<file path="src/rtl/pm_loader_pkg.sv">
// Shared types and constants for the program-memory loader.
// Both the RTL and the bench import this package.
package pm_loader_pkg;

    typedef enum logic [2:0] {
        IDLE     = 3'd0,
        LEN      = 3'd1,
        DATA     = 3'd2,
        CSUM     = 3'd3,
        ERR_WAIT = 3'd4
    } state_t;

    localparam int unsigned LEN_ZERO_COUNT = 256;
    localparam int unsigned COUNT_W        = 9;

    // A length byte of zero encodes a full 256-byte image.
    function automatic logic [COUNT_W-1:0] count_from_len(input logic [7:0] len);
        return (len == 8'd0) ? COUNT_W'(LEN_ZERO_COUNT) : {1'b0, len};
    endfunction

endpackage

</file>
<file path="src/rtl/pm_loader_if.sv">
// Byte-stream input and program-memory write port of the loader.
// The loader uses the slave view; the byte source and memory use the master view.
interface pm_loader_if;

    logic       in_valid;
    logic [7:0] in_data;
    logic       in_ready;
    logic       pm_wr_en;
    logic [7:0] pm_wr_addr;
    logic [7:0] pm_wr_data;

    modport slave (
        input  in_valid,
        input  in_data,
        output in_ready,
        output pm_wr_en,
        output pm_wr_addr,
        output pm_wr_data
    );

    modport master (
        output in_valid,
        output in_data,
        input  in_ready,
        input  pm_wr_en,
        input  pm_wr_addr,
        input  pm_wr_data
    );

endinterface

</file>
<file path="src/rtl/pm_loader.sv">
// Loads a length-prefixed, checksummed byte stream into program memory
// while holding the CPU in reset.
//
// state    | meaning
// ---------+-----------------------------------------------------------
// IDLE     | waiting for load_req; CPU released
// LEN      | expecting the length byte (0 means 256)
// DATA     | accepting payload bytes, one memory write per byte
// CSUM     | expecting the checksum byte; sets done or error
// ERR_WAIT | one cycle after a bad checksum, CPU still held
module pm_loader
    import pm_loader_pkg::*;
#(
    parameter logic [7:0] START_ADDR = 8'h00
) (
    input  logic        clk,
    input  logic        reset,
    input  logic        load_req,
    pm_loader_if.slave  bus,
    output logic        cpu_hold,
    output logic        done,
    output logic        error
);

    state_t               state, state_nxt;
    logic [COUNT_W-1:0]   count, count_nxt;
    logic [7:0]           addr, addr_nxt;
    logic [7:0]           acc, acc_nxt;
    logic                 wr_en, wr_en_nxt;
    logic [7:0]           wr_addr, wr_addr_nxt;
    logic [7:0]           wr_data, wr_data_nxt;
    logic                 done_nxt, error_nxt;
    logic                 ready;
    logic [7:0]           sum;

    assign sum            = acc + bus.in_data;
    assign bus.in_ready   = ready;
    assign bus.pm_wr_en   = wr_en;
    assign bus.pm_wr_addr = wr_addr;
    assign bus.pm_wr_data = wr_data;

    always_ff @(posedge clk or negedge reset) begin
        if (!reset) begin
            state   <= IDLE;
            count   <= '0;
            addr    <= 8'h00;
            acc     <= 8'h00;
            wr_en   <= 1'b0;
            wr_addr <= 8'h00;
            wr_data <= 8'h00;
            done    <= 1'b0;
            error   <= 1'b0;
        end else begin
            state   <= state_nxt;
            count   <= count_nxt;
            addr    <= addr_nxt;
            acc     <= acc_nxt;
            wr_en   <= wr_en_nxt;
            wr_addr <= wr_addr_nxt;
            wr_data <= wr_data_nxt;
            done    <= done_nxt;
            error   <= error_nxt;
        end
    end

    // In LEN/DATA/CSUM ready is 1, so in_valid alone marks a transfer there.
    always_comb begin
        state_nxt   = state;
        count_nxt   = count;
        addr_nxt    = addr;
        acc_nxt     = acc;
        wr_en_nxt   = 1'b0;
        wr_addr_nxt = wr_addr;
        wr_data_nxt = wr_data;
        done_nxt    = done;
        error_nxt   = error;
        ready       = 1'b0;
        cpu_hold    = 1'b1;

        case (state)
            IDLE: begin
                cpu_hold = 1'b0;
                if (load_req) begin
                    state_nxt = LEN;
                    done_nxt  = 1'b0;
                    error_nxt = 1'b0;
                end
            end
            LEN: begin
                ready = 1'b1;
                if (bus.in_valid) begin
                    count_nxt = count_from_len(bus.in_data);
                    addr_nxt  = START_ADDR;
                    acc_nxt   = 8'h00;
                    state_nxt = DATA;
                end
            end
            DATA: begin
                ready = 1'b1;
                if (bus.in_valid) begin
                    wr_en_nxt   = 1'b1;
                    wr_addr_nxt = addr;
                    wr_data_nxt = bus.in_data;
                    addr_nxt    = addr + 8'd1;
                    acc_nxt     = sum;
                    count_nxt   = count - COUNT_W'(1);
                    if (count == COUNT_W'(1)) begin
                        state_nxt = CSUM;
                    end
                end
            end
            CSUM: begin
                ready = 1'b1;
                if (bus.in_valid) begin
                    if (sum == 8'h00) begin
                        done_nxt  = 1'b1;
                        state_nxt = IDLE;
                    end else begin
                        error_nxt = 1'b1;
                        state_nxt = ERR_WAIT;
                    end
                end
            end
            ERR_WAIT: begin
                state_nxt = IDLE;
            end
            default: begin
                state_nxt = IDLE;
            end
        endcase
    end

endmodule

</file>
<file path="src/flat_wrapper.sv">
// flat-port wrapper written by rule: the top's interface ports become plain ports
module pm_loader_flat import pm_loader_pkg::*;
#(
    parameter logic [7:0] START_ADDR = 8'h00
)
  (clk, reset, load_req, cpu_hold, done, error, bus_in_valid, bus_in_data, bus_in_ready, bus_pm_wr_en, bus_pm_wr_addr, bus_pm_wr_data);
  pm_loader_if bus_i ();
  input  logic clk;
  input  logic reset;
  input  logic load_req;
  output logic cpu_hold;
  output logic done;
  output logic error;
  input wire logic [$bits(bus_i.in_valid)-1:0] bus_in_valid;
  input wire logic [$bits(bus_i.in_data)-1:0] bus_in_data;
  output wire logic [$bits(bus_i.in_ready)-1:0] bus_in_ready;
  output wire logic [$bits(bus_i.pm_wr_en)-1:0] bus_pm_wr_en;
  output wire logic [$bits(bus_i.pm_wr_addr)-1:0] bus_pm_wr_addr;
  output wire logic [$bits(bus_i.pm_wr_data)-1:0] bus_pm_wr_data;
  assign bus_i.in_valid = bus_in_valid;
  assign bus_i.in_data = bus_in_data;
  assign bus_in_ready = bus_i.in_ready;
  assign bus_pm_wr_en = bus_i.pm_wr_en;
  assign bus_pm_wr_addr = bus_i.pm_wr_addr;
  assign bus_pm_wr_data = bus_i.pm_wr_data;
  pm_loader #(.START_ADDR(START_ADDR)) u_core (.clk(clk), .reset(reset), .load_req(load_req), .bus(bus_i), .cpu_hold(cpu_hold), .done(done), .error(error));
endmodule
</file>
<file path="config.mk">
export PLATFORM = sky130hd
export DESIGN_NAME = pm_loader_flat
export DESIGN_NICKNAME = d
export VERILOG_FILES = /design/src/rtl/pm_loader_pkg.sv /design/src/rtl/pm_loader_if.sv /design/src/rtl/pm_loader.sv /design/src/flat_wrapper.sv
export SDC_FILE = /design/constraint.sdc
export NUM_CORES = 1
export LEC_CHECK = 0
export ABC_CLOCK_PERIOD_IN_PS = 2300
export BUFFER_PORTS_ARGS = -buffer_cell sky130_fd_sc_hd__buf_2
export CAP_MARGIN = 15
export CELL_PAD_IN_SITES_DETAIL_PLACEMENT = 1
export CELL_PAD_IN_SITES_GLOBAL_PLACEMENT = 2
export CORE_MARGIN = 2
export CORE_UTILIZATION = 35
export DETAILED_ROUTE_END_ITERATION = 8
export PLACE_DENSITY_LB_ADDON = 0.1
export SLEW_MARGIN = 20
export SYNTH_ARGS = -nofsm -noshare
export SYNTH_HDL_FRONTEND = slang
export SYNTH_SLANG_ARGS = --single-unit
</file>
<file path="constraint.sdc">
create_clock -name clk -period 2.3 [get_ports clk]
set_input_delay 0.69 -clock clk [delete_from_list [all_inputs] [get_ports clk]]
set_output_delay 0.69 -clock clk [all_outputs]
set_load 0.05 [all_outputs]
</file>
==> metrics.yaml, run 1 <==
outcome: "completed"
areaGrowthSynthToFinish_pct: 24.9
port_buffers: 32
io_pins: 33
startpoint: "bus_in_data[3]"
nets: 346
dp_hpwl_um: 4550
path_class: "primary input to flip-flop"
coreArea_um2: 6720
power.total_mw: 4.01
timing.rr.start: "u_core.acc[0]"
timing.fmax_mhz: 437
clk_latency_ns: 0.31
yosysWarnings: 0
grt-ovfl-total: 0
syn_inst: 266
crit_path_end: "u_core.error"
mostFrequentLayoutCell: "nand2_1"
endpoint_kind: "flip-flop"
drt_wl_total_um: 6380
cts_made_buffers: 5
fp.dieW_um: 86.8
final_max_slew_viol_count: 0
track_usage_pct: 18.8
crit_fanout: 3
synth_nets: 289
worst_pin_slew_ns: 0.614
rr_worst_depth: 10
synthesis.area_um2: 2400
switching_share_pct: 45.8
vdd_drop_max_mv: 0.438
combPwrFrac_pct: 51.3
cts_num_sinks: 47
fp.dieArea_um2: 7540
cp-start-kind: "primary input"
layout_common_cells: "nand2_1, dfrtp_1, buf_2"
p_seq_share_pct: 33.0
async_flop_share_pct: 100
fin_skew_ns: 0.00903
die_h_um: 86.8
period_needed_ns: 2.29
cts_max_path_buffers: 2
dp_cells: 393
fill_cells: 779
place_area_um2: 2830
finalNonFillerCells: 404
detail_route.iter0.violations: 97
p_sw_mw: 1.84
cts_tree: "yes"
grt_pass1_vias: 2201
internal_power_mw: 2.17
path_clk_slew_ns: 0.09
dr.pass1.iters: 4
via_per_inst: 5.26
ys_types: 39
ant_nets: 0
setup_viol: 0
antenna_found_initial: 0
clkPwrFrac_pct: 15.6
grt_setup_unrepaired: "true"
register_area_um2: 1180
h-tree-depth: 2
max_cap_violations: 0
reg2reg_slack_ns: 0.04
final_area_um2: 3000
p_per_area_nw_per_um2: 1340
start_util_pct: 35.7
diodes: 0
avgSynthCellArea_um2: 9.02
min_period_over_period_pct: 99.5
grt_start_max_net_pins: 35
gp_congestion: 0.778
hold_violations: 0
drive_gt1_share_pct: 25.6
grt_pass1_wl_um: 10900
placementRows: 30
root_buffer: "clkbuf_8"
multi_input_area_um2: 1180
synth.yosys.seq_area_share_pct: 49.0
synth-edff-count: 0
cp.arrival_ns: 2.49
worst_r2r_endpoint: "u_core.error"
synth_seq_cells: 47
synthFlopType: "dfrtp_1"
tns_ns: 0
relSlewSlack_pct: 59.1
vias: 2126
p_leak_nw: 1.50
hold_path_class: "primary input to asynchronous set/reset pin"
wire_per_inst_um: 15.8
drc: 0
worstPathRequired_ns: 2.50
-- state kept, by name, summed over array words and instances (netlist names) --
name and cells:
u_core.bus.pm_wr_data 8, u_core.bus.pm_wr_en 1, u_core.addr 8, u_core.state 3, u_core.error 1, u_core.acc 8, u_core.bus.pm_wr_addr 8, u_core.done 1
u_core.count 9
-- layout make-up --
class,count,share of cell area [%]
clock buffers,5,2.30
clock inverters,3,1.54
inverters,9,1.13
multi-input cells,200,39.5
flip-flops and latches,47,39.2
well taps,80,3.34
repair buffers,60,13.0
-- through the flow --
step / setup slack [ns] / hold slack [ns] / util, %
after floorplan: 0.00427 / 0.394 / -
after global placement: -0.273 / 0.453 / 42.0
after detailed placement: -0.431 / 0.457 / 42.0
after CTS: 0.00988 / 0.357 / 44.1
after global routing: -0.110 / 0.370 / 44.6
final: 0.0124 / 0.341 / 44.6
-- synth_stat cells (4+ instances only) --
| library cell | n | area [µm²] |
|---|---|---|
| ha_1 | 10 | 125 |
| xnor2_1 | 4 | 35.0 |
| dfrtp_1 | 47 | 1180 |
| o21ai_1 | 4 | 20.0 |
| nor4_1 | 7 | 43.8 |
| and3_1 | 4 | 25.0 |
| xor2_1 | 4 | 35.0 |
| a21oi_1 | 11 | 55.1 |
| a22o_1 | 7 | 61.3 |
| inv_1 | 6 | 22.5 |
| or3_1 | 4 | 25.0 |
| a31oi_1 | 6 | 37.5 |
| nor2_1 | 24 | 90.1 |
| nand2_1 | 60 | 225 |
| o21ai_0 | 27 | 135 |
| clkbuf_1 | 5 | 18.8 |
-- power by group through the flow --
stage	Sequential [mW]	Clock [mW]	Combinational, mW
after global placement	1.33	0	1.96
after global routing	1.36	0.681	2.31
final	1.32	0.627	2.06
after CTS	1.32	0.650	2.04
after floorplan	1.61	0	1.11
after detailed placement	1.33	0	2.01
-- routing by layer --
layer	vias to the layer above	routed length [µm]	track usage, %
li1	1035	-	-
met4	0	86	5.54
met3	5	189	2.86
met1	1050	3220	26.5
met5	-	0	0
met2	36	2890	29.8
-- critical path, stage by stage --
cell	delay, ns
buf_2	0.11
ha_1	0.31
buf_4	0.15
o21ai_0	0.29
a21oi_4	0.06
a311oi_1	0.29
buf_4	0.16
nand4b_1	0.16
a22o_1	0.28
-- kinds of logic after synthesis --
| kind of cell | after synthesis | synth area share (%) |
|---|---|---|
| flip-flops | 47 | 49.0 |
| AO/OA/AOI/OAI | 65 | 16.8 |
| adder cells (fa/ha/maj) | 11 | 6.05 |
| buffers and inverters | 19 | 3.44 |
| XOR/XNOR | 8 | 2.92 |
| AND/OR/NAND/NOR | 116 | 21.8 |
-- how the worst min path moves through the flow --
stage	from	endpoint	slack, ns	cells after the start
3_3_place_gp	u_core.bus.pm_wr_addr[0]	u_core.bus.pm_wr_addr[0]	0.45	2
6_report	reset	u_core.state[1]	0.34	1
2_1_floorplan	reset	u_core.acc[0]	0.39	0
5_1_grt	reset	u_core.acc[3]	0.37	1
3_5_place_dp	u_core.bus.pm_wr_addr[0]	u_core.bus.pm_wr_addr[0]	0.46	2
4_1_cts	reset	u_core.bus.pm_wr_data[1]	0.36	1
-- timing repair --
action,4_1_cts,5_1_grt
endpoints found under the setup margin,2,3
pin swaps,3,6
resized for setup,2,6
setup buffers,1,2
hold buffers,0,0
Power figures use the tool's default switching activity.
==> run 2: changes to the inputs <==
- ABC_CLOCK_PERIOD_IN_PS: 2300 -> 2150
- clock period: 2.3 -> 2.15 ns (I/O delays scaled with it)
==> run 2 against run 1 <==
The flow now finishes with violations (negative setup slack). Count of clock-buffer cells in the layout is the same. Via count shrank 2.0%. Clock skew shrank 0.0032 ns. Register-to-register slack lost 0.04 ns. Routed wire length grew 0.94%. Sequential power grew 7%. Non-clock buffer count grew 5. Critical path type unchanged. Largest power group unchanged. Highest routed layer unchanged.
==> metrics.yaml, run 2 (synthesized netlist as in run 1, its figures left out) <==
wire_per_inst_um: 15.8  # about the same
final.setup.worst_slack_ns: -0.0402  # -0.0526 ns
ant_nets: 0  # unchanged
cts_tree: "yes"
path_clk_slew_ns: 0.09  # about the same
min_period_over_period_pct: 102
cts_made_buffers: 5  # unchanged
setup_viol: 2  # +2
dr.pass1.iters: 4  # unchanged
grt-ovfl-total: 0  # unchanged
vias: 2084  # -2.0%
use_met2_pct: 27.7  # -2.1 points
coreArea_um2: 6720  # unchanged
port_buffers: 32  # unchanged
tns_ns: -0.0485  # -0.0485 ns
hold_path_class: "primary input to asynchronous set/reset pin"
drive_gt1_share_pct: 27.4  # +1.8 points
max_cap_violations: 0  # unchanged
relSlewSlack_pct: 66.2  # +7.1 points
grt_pass1_wl_um: 10700  # -1.5%
use_met1_pct: 26.7  # +0.25 points
outcome: "complete, but fails checks"
holdWs_ns: 0.314  # -0.0275 ns
worstPathRequired_ns: 2.34  # -0.16 ns
fp.dieArea_um2: 7540  # unchanged
timing.fmax_mhz: 457
fill_cells: 813  # +4.4%
areaGrowthSynthToFinish_pct: 25.4
clk_latency_ns: 0.30  # about the same
via_per_inst: 5.11  # -2.9%
largest-register: "u_core.count"
worst_pin_slew_ns: 0.507  # -0.107 ns
path_class: "primary input to flip-flop"
multi_input_area_um2: 1200  # +1.3%
mostFrequentLayoutCell: "nand2_1"
period_needed_ns: 2.19
die_h_um: 86.8  # unchanged
cp.arrival_ns: 2.38  # -0.11 ns
cp-start-kind: "primary input"
fp.dieW_um: 86.8  # unchanged
register_area_um2: 1180  # unchanged
p_leak_nw: 1.51  # +0.77%
largest_reg_flops: 9  # unchanged
hold_violations: 0  # unchanged
dp_hpwl_um: 4460  # -2.0%
final_max_slew_viol_count: 0  # unchanged
gp_congestion: 0.820  # +5.4%
drt_wl_total_um: 6440  # +0.94%
antenna_found_initial: 0  # unchanged
crit_fanout: 3  # unchanged
pre_cts_ws_ns: -0.434  # -0.00258 ns
track_usage_pct: 18.3  # -0.47 points
drc: 0  # unchanged
grtUsageMet3_pct: 3.33  # +0.48 points
grt_start_max_net_pins: 48  # +37%
grt_pass1_vias: 2117  # -3.8%
root_buffer: "clkbuf_8"
cts_hold_buffers: 0  # unchanged
nets: 351  # +1.4%
h-tree-depth: 2  # unchanged
io_pins: 33  # unchanged
placementRows: 30  # unchanged
cts_num_sinks: 47  # unchanged
p_per_area_nw_per_um2: 1410  # +5.7%
grt-busiest-layer: "met2"
start_util_pct: 35.7  # unchanged
violations: "negative setup slack"
cts_max_path_buffers: 2  # unchanged
detail_route.iter0.violations: 57  # -41%
vdd_drop_max_mv: 0.580  # +32%
endpoint_kind: "flip-flop"
grt_setup_unrepaired: "true"
fin_skew_ns: 0.00587  # -0.00316 ns
diodes: 0  # unchanged
layout_common_cells: "nand2_1, dfrtp_1, buf_2, buf_4, o21ai_0"
run 2: worst paths after layout:
check / startpoint / end / slack (ns) / cells past startpoint
max reg2reg: u_core.acc[0] / u_core.error / 0 / 8
max in group asynchronous: reset / u_core.state[0] / 1.62 / 2
min: reset / u_core.bus.pm_wr_data[1] / 0.31 / 2
min reg2reg: u_core.bus.pm_wr_addr[1] / u_core.bus.pm_wr_addr[1] / 0.47 / 2
max: bus_in_data[0] / u_core.error / -0.04 / 9
min in group clk: u_core.bus.pm_wr_addr[1] / u_core.bus.pm_wr_addr[1] / 0.47 / 2
run 2: metal layers:
metal,wire (µm),vias to the layer above
li1,-,1053
met5,0,-
met2,2830,28
met1,3350,998
met3,178,5
met4,75,0
run 2: repair_timing:
action	CTS	global route
cloned	0	0
pin swaps	1	5
setup endpoints to repair	3	3
setup buffers	0	3
gates resized for setup	1	4
run 2: critical path, stage by stage:
cell	delay (ns)
buf_2	0.11
ha_4	0.14
inv_2	0.04
fa_2	0.35
buf_4	0.14
xnor2_1	0.16
nor4_2	0.35
nand4b_1	0.19
a22o_1	0.26
run 2: power by group:
group	leakage (nW)	switching (mW)	internal, mW	total [mW]
Clock	0.0440	0.310	0.223	0.533
Combinational	0.856	1.44	0.875	2.32
Sequential	0.610	0.238	1.17	1.41
Total	1.51	1.99	2.27	4.26
run 2: stage by stage:
step                      std cells  area [µm²]  utilization [%]  power [mW]
after global placement          398        2880             42.8        3.62
after CTS                       405        2960             44.1        4.22
after global routing            408        3010             44.8        4.60
after detailed placement        398        2880             42.8        3.65
after floorplan                 266        2430                -        2.93
final                           408        3010             44.8        4.26
run 2: final cells by class:
| cell class | instances | area share [%] |
|---|---|---|
| clock buffer | 5 | 2.29 |
| sequential | 47 | 39.1 |
| tap | 80 | 3.33 |
| inverter | 9 | 1.12 |
| clock inverter | 2 | 0.457 |
| multi-input combinational | 200 | 39.8 |
| timing repair buffer | 65 | 14.0 |
